`config.mk`:
```
export PLATFORM = sky130hd
export DESIGN_NAME = cp0_unit_flat
export DESIGN_NICKNAME = d
export VERILOG_FILES = /design/src/rtl/cp0_unit_if.sv /design/src/rtl/cp0_unit.sv /design/src/flat_wrapper.sv
export SDC_FILE = /design/constraint.sdc
export NUM_CORES = 1
export LEC_CHECK = 0
export ABC_AREA = 1
export CORE_UTILIZATION = 47
export DETAILED_ROUTE_END_ITERATION = 10
export PLACE_DENSITY = 0.89
export SLEW_MARGIN = 20
export SYNTH_ARGS = -nofsm -noshare
export SYNTH_HDL_FRONTEND = slang
export SYNTH_SLANG_ARGS = --single-unit
```
`constraint.sdc`:
```
create_clock -name clk -period 2.8 [get_ports clk]
set_input_delay 0.56 -clock clk [delete_from_list [all_inputs] [get_ports clk]]
set_output_delay 0.56 -clock clk [all_outputs]
set_load 0.01 [all_outputs]
```
`src/rtl/cp0_unit_if.sv`:
```
// cp0_unit_if: signal bundle between the M stage / device IRQ lines and CP0.
// master = CPU side (drives the request), slave = CP0 (drives read data and flush).
interface cp0_unit_if;
   logic [4:0]  addr;     // CP0 register number (mfc0/mtc0)
   logic        WE;       // mtc0 write enable
   logic [31:0] din;      // mtc0 write data
   logic [31:0] pc;       // PC of the M-stage instruction
   logic        bdIn;     // M-stage instruction sits in a delay slot
   logic [4:0]  excCode;  // internal exception code, 0 = none
   logic        exlClr;   // eret in the M stage
   logic [5:0]  hwInt;    // device interrupt lines, bit 0 = IP2
   logic [31:0] dataOut;  // combinational read data
   logic [31:0] EPCout;   // registered EPC for eret
   logic        excOut;   // flush and redirect to the handler

   modport master (
      output addr, WE, din, pc, bdIn, excCode, exlClr, hwInt,
      input  dataOut, EPCout, excOut
   );

   modport slave (
      input  addr, WE, din, pc, bdIn, excCode, exlClr, hwInt,
      output dataOut, EPCout, excOut
   );
endinterface

```
`src/rtl/cp0_unit.sv`:
```
// cp0_unit: coprocessor 0 with SR, Cause, EPC and PRId. Decides interrupt/exception
// entry every cycle and supplies the eret return PC.
// Optional Count/Compare timer: define CP0_COUNT_EN to add regs 9/11 and the IP7 timer.
module cp0_unit #(
   parameter logic [31:0] PRID_VAL = 32'h4255_4141,
   parameter logic [5:0]  RESET_IM = 6'b000000
) (
   input logic       clk,
   input logic       reset,
   cp0_unit_if.slave bus
);

   localparam logic [4:0] AddrCount   = 5'd9;
   localparam logic [4:0] AddrCompare = 5'd11;
   localparam logic [4:0] AddrSr      = 5'd12;
   localparam logic [4:0] AddrCause   = 5'd13;
   localparam logic [4:0] AddrEpc     = 5'd14;
   localparam logic [4:0] AddrPrid    = 5'd15;

   // Status register fields
   logic [5:0]  r_im;
   logic        r_exl;
   logic        r_ie;

   // Cause register fields
   logic        r_bd;
   logic [5:0]  r_ip;
   logic [4:0]  r_exc_code;

   // Exception PC, bits [1:0] are only ever loaded with zero
   logic [31:0] r_epc;

   logic [5:0]  w_hw_int;
   logic        w_int_req;
   logic        w_exc_req;
   logic        w_exc_out;
   logic        w_wr_en;
   logic        w_wr_sr;
   logic        w_wr_epc;
   logic [31:0] w_epc_entry;
   logic [31:0] w_sr_rd;
   logic [31:0] w_cause_rd;
   logic [31:0] w_rd_data;

`ifdef CP0_COUNT_EN
   logic [31:0] r_count;
   logic [31:0] r_compare;
   logic        r_timer_pend;
   logic        w_timer_hit;
   logic        w_timer_pend;
   logic        w_wr_count;
   logic        w_wr_compare;

   // The match is folded in combinationally so the interrupt is seen on the very
   // cycle Count equals Compare; the register keeps it sticky afterwards.
   assign w_timer_hit  = (r_count == r_compare) && (r_compare != 32'd0);
   assign w_timer_pend = r_timer_pend | w_timer_hit;
   assign w_hw_int     = bus.hwInt | {w_timer_pend, 5'b00000};
   assign w_wr_count   = w_wr_en && (bus.addr == AddrCount);
   assign w_wr_compare = w_wr_en && (bus.addr == AddrCompare);
`else
   assign w_hw_int = bus.hwInt;
`endif

   // Live hwInt is used (not Cause.IP) so a request is taken with zero latency.
   assign w_int_req = (|(w_hw_int & r_im)) & r_ie & ~r_exl;
   assign w_exc_req = (bus.excCode != 5'd0) & ~r_exl;
   assign w_exc_out = w_int_req | w_exc_req;

   // An mtc0 in a flushed cycle belongs to an instruction that will not retire.
   assign w_wr_en  = bus.WE & ~w_exc_out;
   assign w_wr_sr  = w_wr_en && (bus.addr == AddrSr);
   assign w_wr_epc = w_wr_en && (bus.addr == AddrEpc);

   // Delay-slot faults return to the branch so the branch is re-executed.
   assign w_epc_entry = (bus.bdIn ? (bus.pc - 32'd4) : bus.pc) & ~32'd3;

   // SR: entry sets EXL, eret clears it, mtc0 loads IM/EXL/IE
   always_ff @(posedge clk) begin
      if (reset) begin
         r_im  <= RESET_IM;
         r_exl <= 1'b0;
         r_ie  <= 1'b0;
      end else begin
         if (w_wr_sr) begin
            r_im <= bus.din[15:10];
            r_ie <= bus.din[0];
         end
         // Entry beats eret, eret beats an mtc0 to EXL in the same cycle.
         if (w_exc_out) begin
            r_exl <= 1'b1;
         end else if (bus.exlClr) begin
            r_exl <= 1'b0;
         end else if (w_wr_sr) begin
            r_exl <= bus.din[1];
         end
      end
   end

   // Cause: IP samples the interrupt lines every cycle; BD/ExcCode latch on entry
   always_ff @(posedge clk) begin
      if (reset) begin
         r_ip       <= 6'd0;
         r_bd       <= 1'b0;
         r_exc_code <= 5'd0;
      end else begin
         r_ip <= w_hw_int;
         if (w_exc_out) begin
            r_bd       <= bus.bdIn;
            r_exc_code <= w_int_req ? 5'd0 : bus.excCode;
         end
      end
   end

   // EPC: loaded on entry, otherwise by mtc0 (word aligned)
   always_ff @(posedge clk) begin
      if (reset) begin
         r_epc <= 32'd0;
      end else if (w_exc_out) begin
         r_epc <= w_epc_entry;
      end else if (w_wr_epc) begin
         r_epc <= bus.din & ~32'd3;
      end
   end

`ifdef CP0_COUNT_EN
   // Count/Compare timer: free-running counter with sticky match pending bit
   always_ff @(posedge clk) begin
      if (reset) begin
         r_count      <= 32'd0;
         r_compare    <= 32'd0;
         r_timer_pend <= 1'b0;
      end else begin
         if (w_wr_count) begin
            r_count <= bus.din;
         end else begin
            r_count <= r_count + 32'd1;
         end
         if (w_wr_compare) begin
            r_compare    <= bus.din;
            r_timer_pend <= 1'b0;
         end else begin
            r_timer_pend <= w_timer_pend;
         end
      end
   end
`endif

   assign w_sr_rd    = {16'd0, r_im, 8'd0, r_exl, r_ie};
   assign w_cause_rd = {r_bd, 15'd0, r_ip, 3'd0, r_exc_code, 2'd0};

   // Read mux: combinational from current register state, no write bypass
   always_comb begin
      w_rd_data = 32'd0;
      case (bus.addr)
         AddrSr:      w_rd_data = w_sr_rd;
         AddrCause:   w_rd_data = w_cause_rd;
         AddrEpc:     w_rd_data = r_epc;
         AddrPrid:    w_rd_data = PRID_VAL;
`ifdef CP0_COUNT_EN
         AddrCount:   w_rd_data = r_count;
         AddrCompare: w_rd_data = r_compare;
`endif
         default:     w_rd_data = 32'd0;
      endcase
   end

   assign bus.dataOut = w_rd_data;
   assign bus.EPCout  = r_epc;
   assign bus.excOut  = w_exc_out;

endmodule

```
`src/flat_wrapper.sv`:
```
// flat-port wrapper written by rule: the top's interface ports become plain ports
module cp0_unit_flat 
#(
   parameter logic [31:0] PRID_VAL = 32'h4255_4141,
   parameter logic [5:0]  RESET_IM = 6'b000000
)
  (clk, reset, bus_addr, bus_WE, bus_din, bus_pc, bus_bdIn, bus_excCode, bus_exlClr, bus_hwInt, bus_dataOut, bus_EPCout, bus_excOut);
  cp0_unit_if bus_i ();
  input logic clk;
  input logic reset;
  input wire logic [$bits(bus_i.addr)-1:0] bus_addr;
  input wire logic [$bits(bus_i.WE)-1:0] bus_WE;
  input wire logic [$bits(bus_i.din)-1:0] bus_din;
  input wire logic [$bits(bus_i.pc)-1:0] bus_pc;
  input wire logic [$bits(bus_i.bdIn)-1:0] bus_bdIn;
  input wire logic [$bits(bus_i.excCode)-1:0] bus_excCode;
  input wire logic [$bits(bus_i.exlClr)-1:0] bus_exlClr;
  input wire logic [$bits(bus_i.hwInt)-1:0] bus_hwInt;
  output wire logic [$bits(bus_i.dataOut)-1:0] bus_dataOut;
  output wire logic [$bits(bus_i.EPCout)-1:0] bus_EPCout;
  output wire logic [$bits(bus_i.excOut)-1:0] bus_excOut;
  assign bus_i.addr = bus_addr;
  assign bus_i.WE = bus_WE;
  assign bus_i.din = bus_din;
  assign bus_i.pc = bus_pc;
  assign bus_i.bdIn = bus_bdIn;
  assign bus_i.excCode = bus_excCode;
  assign bus_i.exlClr = bus_exlClr;
  assign bus_i.hwInt = bus_hwInt;
  assign bus_dataOut = bus_i.dataOut;
  assign bus_EPCout = bus_i.EPCout;
  assign bus_excOut = bus_i.excOut;
  cp0_unit #(.PRID_VAL(PRID_VAL), .RESET_IM(RESET_IM)) u_core (.clk(clk), .reset(reset), .bus(bus_i));
endmodule
```
# Yosys cells after proc, flatten, opt, wreduce, memory -nomap -nowiden

Cells that the tools add are included.
W data, S select, Z words.

Register bits after elaboration: 50
Output and inout bits: 65
Word-level logic and storage cells: 34

$add $sub $neg: 1
Eq/ne operators: 4
Multiplexer cells: 8
Bitwise gates (word level): 8
Reductions and logical operators: 6

Operator list:

| kind                    | count |
|---|---|
| $pmux W32 S4            | 1 |
| $mux W32                | 3 |
| $sub A32 B3 Y32 const B | 1 |
| $eq A5 B4 Y1 const B    | 4 |
| $and A6 B6 Y6           | 1 |
| $reduce_or A6 Y1        | 1 |
| $mux W5                 | 1 |
| $reduce_bool A5 Y1      | 1 |
| $and A1 B1 Y1           | 4 |
| $mux W1                 | 3 |
| $reduce_bool A3 Y1      | 1 |
| $logic_and A1 B1 Y1     | 2 |
| $not A1 Y1              | 2 |
| $reduce_bool A2 Y1      | 1 |
| $or A1 B1 Y1            | 1 |

# Logic depth before layout (Yosys ltp)

Word-level depth: 11
Gate-level depth with buffers: 14
Mapped depth without buffers: 14

# Worst setup path before layout

OpenSTA, ideal clock, no wires.

Kind: input to output
From: input bus_addr[3]
To: output bus_dataOut[18]
Arrival: 1379 ps
Data required time: 2240 ps
Slack: 861 ps
Stages: 5
Buffers on the path: 1
Path through: nand2_1 > nor2_1 > nand2_2 > clkbuf_1 > o21ai_0

Longest elaborated chain between the ends: 2
Elaborated cells on any way between the ends: 5

Ends and longest elaborated chain:

| what               | RTL line           | RTL |
|---|---|---|
| start: declaration | flat_wrapper.sv:11 | `input wire logic [$bits(bus_i.addr)-1:0] bus_addr;` |
| $eq A5 B4 Y1       | cp0_unit.sv:155    | `case (bus.addr)` |
| $pmux W32 S4 (*)   | cp0_unit.sv:155    |  |
| end: declaration   | flat_wrapper.sv:19 | `output wire logic [$bits(bus_i.dataOut)-1:0] bus_dataOut;` |

Mark *: on every way between the ends. The rest lies on a longest branch, timed or not.

# Worst setup path after layout

From: input bus_addr[3]
To: output bus_dataOut[24]

The elaborated chain is that of the path after synthesis.

==> results.sh <==
export IMPL_leakage_nw=2.526
export IMPL_post_route_min_period_ns=2.750
export IMPL_seqCellArea_um2=1001
export IMPL_crit_chain="clkdlybuf4s50_1, nand2_1, nor2_2, nand2_2, buf_6, nor2_1, clkdlybuf4s50_1"
export IMPL_crit_arrival_ns=2.19
export IMPL_setup_ws_ns=0.04982
export IMPL_ir_worst_vdd_mv=0.1868
export IMPL_gp_congestion=0.8962
export IMPL_core_um2=7253
export IMPL_synth_top_family_by_area="simple AND/OR/NAND/NOR gates"
export IMPL_synth_seq_cells=50
export IMPL_multiInputGateArea_um2=2122
export IMPL_dieArea_um2=7887
export IMPL_endpoint_kind="primary output"
export IMPL_ys_seq_area_share_pct=28.26
export IMPL_crit_top_cell="clkdlybuf4s50_1"
export IMPL_total_power_mw=1.784
export IMPL_slew_violations=0
export IMPL_required_ns=2.24
export IMPL_boundaryPins=150
export IMPL_whs_ns=0.4791
export IMPL_cts_tree="yes"
export IMPL_drt_initial_drc_count=240
export IMPL_final_layout_size_suffix_gt1_share_pct=9.972
export IMPL_synth_distinct_cells=37
export IMPL_dp_hpwl_um=9139
export IMPL_clock_sinks=50
export IMPL_r2r_cells=11
export IMPL_port_buffers=145
export IMPL_min_from="u_core.r_exc_code[2]"
export IMPL_via_per_inst=5.192
export IMPL_yosys_warnings=0
export IMPL_seqPwrFrac_pct=44.9
export IMPL_startpoint_type="primary input"
export IMPL_tns_ns=0
export IMPL_clockBufferDepth=2
export IMPL_firstDrtPassIters=5
export IMPL_clk_pin_slew_ns=0.09
export IMPL_wl_um=11790
export IMPL_final_hold_viol_count=0
export IMPL_synthSimpleGateAreaFrac_pct=40.06
export IMPL_ant_nets=0
export IMPL_start_util_pct=48.84
export IMPL_vias=4211
export IMPL_grt_ovfl_total=0
export IMPL_cts_htree_levels=2
export IMPL_synthAdderAreaFrac_pct=0.3532
export IMPL_r2r_start="u_core.r_im[5]"
export IMPL_holdPathStages=2
export IMPL_switchingPower_uw=574.9
export IMPL_track_usage_pct=29.29
export IMPL_die_h_um=88.81
export IMPL_clock_fmax_mhz=363.6
export IMPL_rows=31
export IMPL_grt_pass1_vias=3839
export IMPL_max_stage_delay_ns=0.53
export IMPL_grt_pass1_wl_um=17760
export IMPL_setup_viol=0
export IMPL_wl_per_cell_um=14.53
export IMPL_post_place_ws_ns=-0.1402
export IMPL_p_int_mw=1.209
export IMPL_finalCritPeriodShare_pct=98.22
export IMPL_pwr_density_cell_nw_per_um2=341.1
export IMPL_maxCapViolations=0
export IMPL_rsz0062_at_grt="yes"
export IMPL_clock_latency_ns=0.31
export IMPL_grt_start_max_net_pins=36
export IMPL_hold_path_class="flip-flop to flip-flop"
export IMPL_status="finished clean"
export IMPL_area_delta_synth_final_pct=47.69
export IMPL_die_w_um=88.81
export IMPL_synthMuxAreaShare_pct=0
export IMPL_combPwrFrac_pct=30.9
export IMPL_fillers=577
export IMPL_crit_slowest_cell="clkdlybuf4s50_1"
export IMPL_avgSynthCellArea_um2=6.247
export IMPL_clkPwrFrac_pct=24.2
export IMPL_timing_rr_end="u_core.bus.EPCout[3]"
export IMPL_finClkSkew_ns=0.01333
export IMPL_synthCells=567
export IMPL_r2r_setup_slack_ns=0.78
export IMPL_nets=798
export IMPL_whs_endpoint="u_core.r_exc_code[2]"
export IMPL_crit_type="primary input to primary output"
export IMPL_worst_path_max_fanout=7
export IMPL_cts_buffers_inserted=5
export IMPL_drc=0
export IMPL_syn_area_um2=3542
export IMPL_swShare_pct=32.22
export IMPL_synth_compound_area_share_pct=16.11
export IMPL_synth_xor_area_share_pct=2.967
export IMPL_root_buffer="clkbuf_8"
export IMPL_n_antenna_cell=0
export IMPL_antenna_found_initial=0
==> state kept, by name, summed over array words and instances (netlist names) <==
register and count:
u_core.r_exl 1, u_core.bus.EPCout 30, u_core.r_exc_code 5, u_core.r_im 6, u_core.r_ie 1, u_core.r_bd 1, u_core.r_ip 6
==> layer usage <==
| layer | part of all wire, % | track usage (%) | vias to the layer above | routed length (um) |
|---|---|---|---|---|
| met5 | 0 | 0 | - | 0 |
| met1 | 41 | 33.54 | 1946 | 4799 |
| met3 | 7.7 | 5.410 | 22 | 904 |
| li1 | - | - | 2073 | - |
| met4 | 2.2 | 11.00 | 0 | 254 |
| met2 | 49 | 53.85 | 170 | 5827 |
==> cell families after synthesis <==
family          count (synthesis)
simple gates                  311
xor+xnor                       12
other cells                     1
flops                          50
compound gates                 94
fa+ha+maj                       1
buf+inv                        98
==> cells in the final DEF (no fill, tap or decap), types with 2 or more instances in the layout <==
cell type        instances
nand2_4                  2
nor2_2                   7
conb_1                   2
nand4_1                 12
nand3_2                  3
a211oi_2                 5
xor2_1                   9
dlymetal6s2s_1          13
buf_4                    9
nor2_4                   6
dlygate4sd2_1           12
xnor2_1                  3
or2_1                    2
nor3_1                   3
inv_4                    2
inv_1                   70
nand2_1                166
o21ai_0                 30
clkbuf_8                 5
o211ai_1                 4
a21oi_1                 26
nand2_2                  4
dfxtp_1                 50
buf_12                   3
o21ai_1                 16
clkdlybuf4s50_1        120
o21bai_2                 2
a21oi_2                  9
nor2_8                   3
inv_2                    5
nand3_1                 24
nor2_1                  75
==> through the flow <==
step | instances | cell area (um2) | utilization (%)
global placement | 804 | 5117 | 70.55
finish | 811 | 5231 | 72.12
detailed placement | 804 | 5117 | 70.55
CTS | 811 | 5187 | 71.52
floorplan | 568 | 3546 | -
global route | 811 | 5231 | 72.12
==> power groups by stage <==
stage | registers [mW] | clock network, mW | logic (mW)
2_1_floorplan | 0.828 | 0 | 0.245
3_3_place_gp | 0.815 | 0 | 0.532
5_1_grt | 0.807 | 0.457 | 0.596
4_1_cts | 0.801 | 0.429 | 0.547
3_5_place_dp | 0.817 | 0 | 0.545
6_report | 0.802 | 0.431 | 0.551
==> timing repair <==
| action | CTS | global route |
|---|---|---|
| hold buffers | 0 | 0 |
| endpoints found under the setup margin | 19 | 19 |
| gates resized for setup | 15 | 18 |
| pin swaps | 1 | 0 |
| setup buffers | 0 | 0 |
==> worst max-delay path, delay by kind of cell <==
family                 cells  cell delay, ns
and+or+nand+nor            4            0.46
buffers and inverters      3            1.17
==> area by class of cell <==
cell class	instances	area share [%]
clock buffer	5	1.315
clock inverter	2	0.2631
inverter	77	5.621
multi-input combinational	420	40.56
sequential	50	19.13
tap	99	2.368
timing repair buffer	158	30.73
==> worst max path at each step <==
| stage | from | endpoint | slack (ns) |
|---|---|---|---|
| 2_1_floorplan | bus_addr[3] | bus_dataOut[18] | 0.86 |
| 3_3_place_gp | bus_addr[1] | bus_dataOut[4] | -0.12 |
| 3_5_place_dp | bus_addr[1] | bus_dataOut[4] | -0.14 |
| 4_1_cts | bus_addr[1] | bus_dataOut[19] | 0.0004 |
| 5_1_grt | bus_addr[2] | bus_dataOut[24] | -0.04 |
| 6_report | bus_addr[3] | bus_dataOut[24] | 0.05 |
==> cell usage after synthesis <==
cell type,instances,area (um2)
o21bai_2,2,22.52
nand2_2,4,25.02
nor2_1,78,292.8
o31ai_1,1,7.510
nand2_4,2,22.52
a21oi_1,26,130.1
o211ai_1,4,30.03
inv_2,4,15.01
nor2_8,3,60.06
buf_4,5,37.54
clkbuf_1,8,30.03
o21ai_1,15,75.07
nand4_1,12,75.07
nand3_4,1,17.52
ha_1,1,12.51
nor2_4,6,67.56
xor2_1,9,78.83
nand3_2,3,30.03
a22o_1,1,8.760
inv_4,1,6.260
a21oi_2,9,78.83
nor3_2,1,10.01
nor3_1,3,15.01
o21ai_0,31,155.2
conb_1,1,3.750
nand3_1,24,120.1
a211oi_2,5,62.56
nor2_2,4,25.02
dfxtp_1,50,1001
and2_1,1,6.260
nand2_1,166,623.1
buf_2,3,15.01
inv_1,72,270.3
or2_1,2,12.51
xnor2_1,3,26.28
nor3_4,1,16.27
buf_6,5,56.30
Power figures use the tool's default switching activity.
==> edit 1 (same settings) <==
The option `CP0_COUNT_EN` is turned on by a define.
--- a/src/rtl/cp0_unit.sv
+++ b/src/rtl/cp0_unit.sv
@@ -1,6 +1,8 @@
 // cp0_unit: coprocessor 0 with SR, Cause, EPC and PRId. Decides interrupt/exception
 // entry every cycle and supplies the eret return PC.
 // Optional Count/Compare timer: define CP0_COUNT_EN to add regs 9/11 and the IP7 timer.
+`define CP0_COUNT_EN
+
 module cp0_unit #(
    parameter logic [31:0] PRID_VAL = 32'h4255_4141,
    parameter logic [5:0]  RESET_IM = 6'b000000
Function: changed (Yosys sat finds a counterexample within 4 cycles, from zero or initial values and one cycle with reset high).
==> edit 1 against the unedited design <==
  * Cell area rose by 93%
  * Sequential cell count increased by 65
  * Worst hold slack lost 0.024 ns
  * Wire length rose by 130%
  * Combinational power increased by 26%
  * Register-to-register slack lost 0.48 ns
  * Synthesized cell count rose by 110%
  * Area after synthesis increased by 110%
  * Sequential share of layout area rose by 3.8 points
  * Setup slack got worse by 0.0072 ns
  * Clock skew is 0.00073 ns lower
  * Power increased to 2.6 times the old value
  * Final cell count increased by 98%
  * Largest cell class unchanged
  * Highest routed layer unchanged
==> edit 1: results (changes against the unedited design) <==
crit path DAT=2.20 ns; dominant cells by area after synthesis=dfxtp_1, nand2_1, nor2_1 (unchanged); fillers=1,314 (was 577); asr flop ratio synth=0 (unchanged); dpl hpwl=20,680 microns (was 9139 microns); GP Congestion=1.007 (was 0.8962); vias in the first global route=8,168 (was 3,839); H-tree depth=4 (was 2); largest net degree at the start of global routing=59 (was 36); sequential share of the synthesized area=0.3061 (was 0.2826); Worst-path clk slew=0.06 ns (was 0.09 ns); worst slew pin tran=0.5940 ns; critical-path maximum fanout=10 (was 7); first-pass GRT wire length=41,900 microns (was 17,760 microns); synth cell count leaders=nand2_1, nor2_1, inv_1, dfxtp_1, o21ai_0 (unchanged); final wirelength=27,230 microns (was 11,790 microns); YS warnings=0 (unchanged); ANT cells=0 (unchanged); number of CTS-inserted buffers=17 (was 5); clock root buffer=clkbuf_16 (was clkbuf_8); top_reg_cell synth=dfxtp_1 (unchanged); post-placement cell area=9523 sq um (was 5117 sq um); gr usage total=0.3334 (was 0.2929); Max clock buf depth=2 (unchanged); initial antenna violation count=0 (unchanged); Leakage=4.648 nW (was 2.526 nW); Yosys cell types=49 (was 37); DRT iter0 DRCs=1,192 (was 240); drt pass-1 iters=6 (was 5); layout cell share with drive strength beyond 1=0.1487 (was 0.09972); vias per cell=5.467 (was 5.192); worst skew pair latency=0.42 ns (was 0.31 ns); Worst Skew=0.01259 ns (was 0.01333 ns); status=completed (unchanged); port buffer count=145 (unchanged); worst vdd ir=0.4550 mV (was 0.1868 mV); Hold Path Class=reg2reg (unchanged); Final #Nets=1,468 (was 798)
[edit 1: critical path, stage by stage]
cell and delay, ns:
dlygate4sd2_1 0.23, inv_1 0.07, nor2_2 0.12, inv_2 0.09, nor4_4 0.27, clkinv_2 0.17
buf_6 0.19, buf_12 0.14, o221ai_1 0.19, clkbuf_2 0.17
[edit 1: cells by family (layout without fill, tap and decap cells)]
group                    count (synthesis)  count (layout)  synth area share
AO/OA/AOI/OAI                          167             167            0.1319
XOR/XNOR                                55              55           0.06405
adder cells (fa/ha/maj)                  2               2          0.003327
buffers and inverters                  203             399            0.1153
flip-flops                             115             115            0.3061
other                                    1               2         0.0004986
AND/OR/NAND/NOR                        652             652            0.3788
[edit 1: per-layer routing]
layer  vias up  part of all wire  GRT usage
met4         0             0.049     0.1945
met3       113              0.13     0.1077
li1       4166                 -          -
met1      3903              0.38     0.4097
met5         -                 0          0
met2       581              0.44     0.5116
[edit 1: final timing paths]
check	depth (start not counted)	from	to	slack (ns)
worst min-delay path	2	u_core.r_exc_code[3]	u_core.r_exc_code[3]	0.46
worst min register to register	2	u_core.r_exc_code[3]	u_core.r_exc_code[3]	0.46
worst max-delay path	10	bus_addr[3]	bus_dataOut[22]	0.04
worst max register to register	17	u_core.r_compare[4]	u_core.r_compare[24]	0.30
[edit 1: report_power, final]
group | internal (mW) | total (mW) | switching, mW | leakage [nW]
combinational | 0.312 | 0.697 | 0.385 | 3.43
sequential | 1.71 | 1.77 | 0.0614 | 0.942
clock | 1.34 | 2.11 | 0.767 | 0.275
[edit 1: repair_timing]
action,in CTS,in global routing
resized for setup,121,44
buffers inserted,2,0
pin swaps,2,4
endpoints found under the setup margin,33,33
[edit 1: area by class of cell]
| type | count | area [sq um] | area share |
|---|---|---|---|
| sequential | 115 | 2310 | 0.2293 |
| clock buffer | 21 | 460.4 | 0.04571 |
| timing repair buffer | 218 | 1928 | 0.1914 |
| multi-input combinational | 878 | 4436 | 0.4403 |
| inverter | 151 | 568.0 | 0.05639 |
| clock inverter | 9 | 107.6 | 0.01068 |
| tap | 211 | 264.0 | 0.02621 |
[edit 1: through the flow]
stage	setup WS (ns)	std cells	setup TNS, ns
global placement	-0.6241	1571	-18.88
global route	-0.02559	1603	-0.1028
CTS	-0.06675	1603	-0.3274
detailed placement	-0.6955	1571	-21.40
floorplan	0.1547	1196	0
finish	0.04259	1603	0
==> edit 2 (same settings) <==
Without the edit above. `r_ip` no longer has a reset.
--- a/src/rtl/cp0_unit.sv
+++ b/src/rtl/cp0_unit.sv
@@ -100,16 +100,18 @@
    // Cause: IP samples the interrupt lines every cycle; BD/ExcCode latch on entry
    always_ff @(posedge clk) begin
       if (reset) begin
-         r_ip       <= 6'd0;
          r_bd       <= 1'b0;
          r_exc_code <= 5'd0;
       end else begin
-         r_ip <= w_hw_int;
          if (w_exc_out) begin
             r_bd       <= bus.bdIn;
             r_exc_code <= w_int_req ? 5'd0 : bus.excCode;
          end
       end
+   end
+
+   always_ff @(posedge clk) begin
+      r_ip <= w_hw_int;
    end
 
    // EPC: loaded on entry, otherwise by mtc0 (word aligned)
Check against the original RTL: not equivalent (a bounded check fails within 4 cycles, from zero or initial values and one cycle with reset high).
==> edit 2 against the unedited design <==
  * Global-route usage grew 0.85 points
  * Power up 0.24%
  * Core utilization up 0.56 points
  * Cell area up 1.3%
  * Clock skew shrank 0.0077 ns
  * Area after synthesis up 0.46%
  * Count of clock-buffer cells in the layout is the same
  * Via count grew 1.4%
  * Sequential cell count unchanged
  * Setup slack got worse by 0.031 ns
  * Non-clock buffer count increased by 4
  * Wire length is 3.1% higher
  * First-iteration DRC count increased by 11%
==> edit 2: results (changes against the unedited design) <==
YS warnings=0 (unchanged); final wirelength=12,150 microns (was 11,790 microns); sequential share of the synthesized area=0.2813 (was 0.2826); met2 global-route usage=0.5287 (was 0.5385); gr usage total=0.3014 (was 0.2929); dpl hpwl=9390 microns (was 9139 microns); Vias=4,271 (was 4,211); status=completed (unchanged); Reg2Reg Depth=11 (unchanged); worst hold start=u_core.r_exc_code[4] (was u_core.r_exc_code[2]); Comb power frac=0.314 (was 0.309); M3 GR Usage=0.05817 (was 0.05410); Hold WS=0.4798 ns (was 0.4791 ns); critical-path maximum fanout=7 (unchanged); met1 Use GR=0.3533 (was 0.3354); Leakage=2.615 nW (was 2.526 nW); post-placement cell area=5134 sq um (was 5117 sq um); synth cell count leaders=nand2_1, nor2_1, inv_1, dfxtp_1, o21ai_0 (unchanged); crit path DAT=2.22 ns (was 2.19 ns); GP Congestion=0.9164 (was 0.8962); first-pass GRT wire length=18,240 microns (was 17,760 microns); clock root buffer=clkbuf_8 (unchanged); R2R Path Start=u_core.r_im[1] (was u_core.r_im[5]); Met1 Routed Length=4902 microns (was 4799 microns); largest net degree at the start of global routing=53 (was 36); Yosys cell types=41 (was 37); Met2 Routed Length=5788 microns (was 5827 microns); met3 WL post-DR=1000 microns (was 904 microns); Int Pwr=1.215 mW (was 1.209 mW); drt pass-1 iters=6 (was 5); initial antenna violation count=0 (unchanged); dominant cells by area after synthesis=dfxtp_1, nand2_1, nor2_1 (unchanged); Reg2Reg Setup Slack=0.98 ns (was 0.78 ns); PostCTS Resize Cnt=16 (was 15); worst vdd ir=0.1909 mV (was 0.1868 mV); ANT cells=0 (unchanged); postcts setup bufs=1 (was 0); power in the clock group=0.421 mW (was 0.431 mW); vias in the first global route=3,992 (was 3,839); RR Endpoint=u_core.bus.EPCout[14] (was u_core.bus.EPCout[3]); DRT iter0 DRCs=267 (was 240); Worst Skew=0.005601 ns (was 0.01333 ns); critical path's largest stage delay=0.55 ns (was 0.53 ns); hold endpoint=u_core.r_exc_code[4] (was u_core.r_exc_code[2]); layout cell share with drive strength beyond 1=0.1236 (was 0.09972)
[edit 2: through the flow]
step	utilization	setup WS [ns]	power (mW)	setup TNS, ns	cells
final	0.7268	0.01862	1.789	0	811
after global routing	0.7268	-0.03044	1.871	-0.07641	811
after CTS	0.7162	-0.05731	1.776	-0.1281	809
after detailed placement	0.7040	-0.1850	1.370	-2.495	801
after global placement	0.7040	-0.09714	1.358	-0.8646	801
after floorplan	-	0.9022	1.074	0	563
[edit 2: worst max-delay path, delay by kind of cell]
family | cells | cell delay, ns
buf+inv | 4 | 1.35
simple gates | 3 | 0.32
[edit 2: cell families after synthesis]
kind of cell,after synthesis,share of synthesized area
AND/OR/NAND/NOR,321,0.4135
AO/OA/AOI/OAI,91,0.1624
buffers and inverters,84,0.1016
flip-flops,50,0.2813
XOR/XNOR,14,0.03657
adder cells (fa/ha/maj),1,0.003516
other,1,0.001054
[edit 2: final cells by class]
class	instances	area [sq um]
Multi-Input combinational cell	429	2232
Fill cell	590	1992
Timing Repair Buffer	162	1618
Sequential cell	50	1001
Inverter	64	242.7
Tap cell	99	123.9
Clock buffer	5	68.82
Clock inverter	2	13.76
[edit 2: worst max path at each step]
stage | startpoint | end | slack [ns] | depth (start not counted)
2_1_floorplan | bus_addr[3] | bus_dataOut[18] | 0.90 | 5
3_3_place_gp | bus_addr[3] | bus_dataOut[14] | -0.1 | 8
3_5_place_dp | bus_addr[1] | bus_dataOut[14] | -0.18 | 8
4_1_cts | bus_addr[0] | bus_dataOut[10] | -0.06 | 9
5_1_grt | bus_addr[3] | bus_dataOut[19] | -0.03 | 7
6_report | bus_addr[0] | bus_dataOut[25] | 0.02 | 7
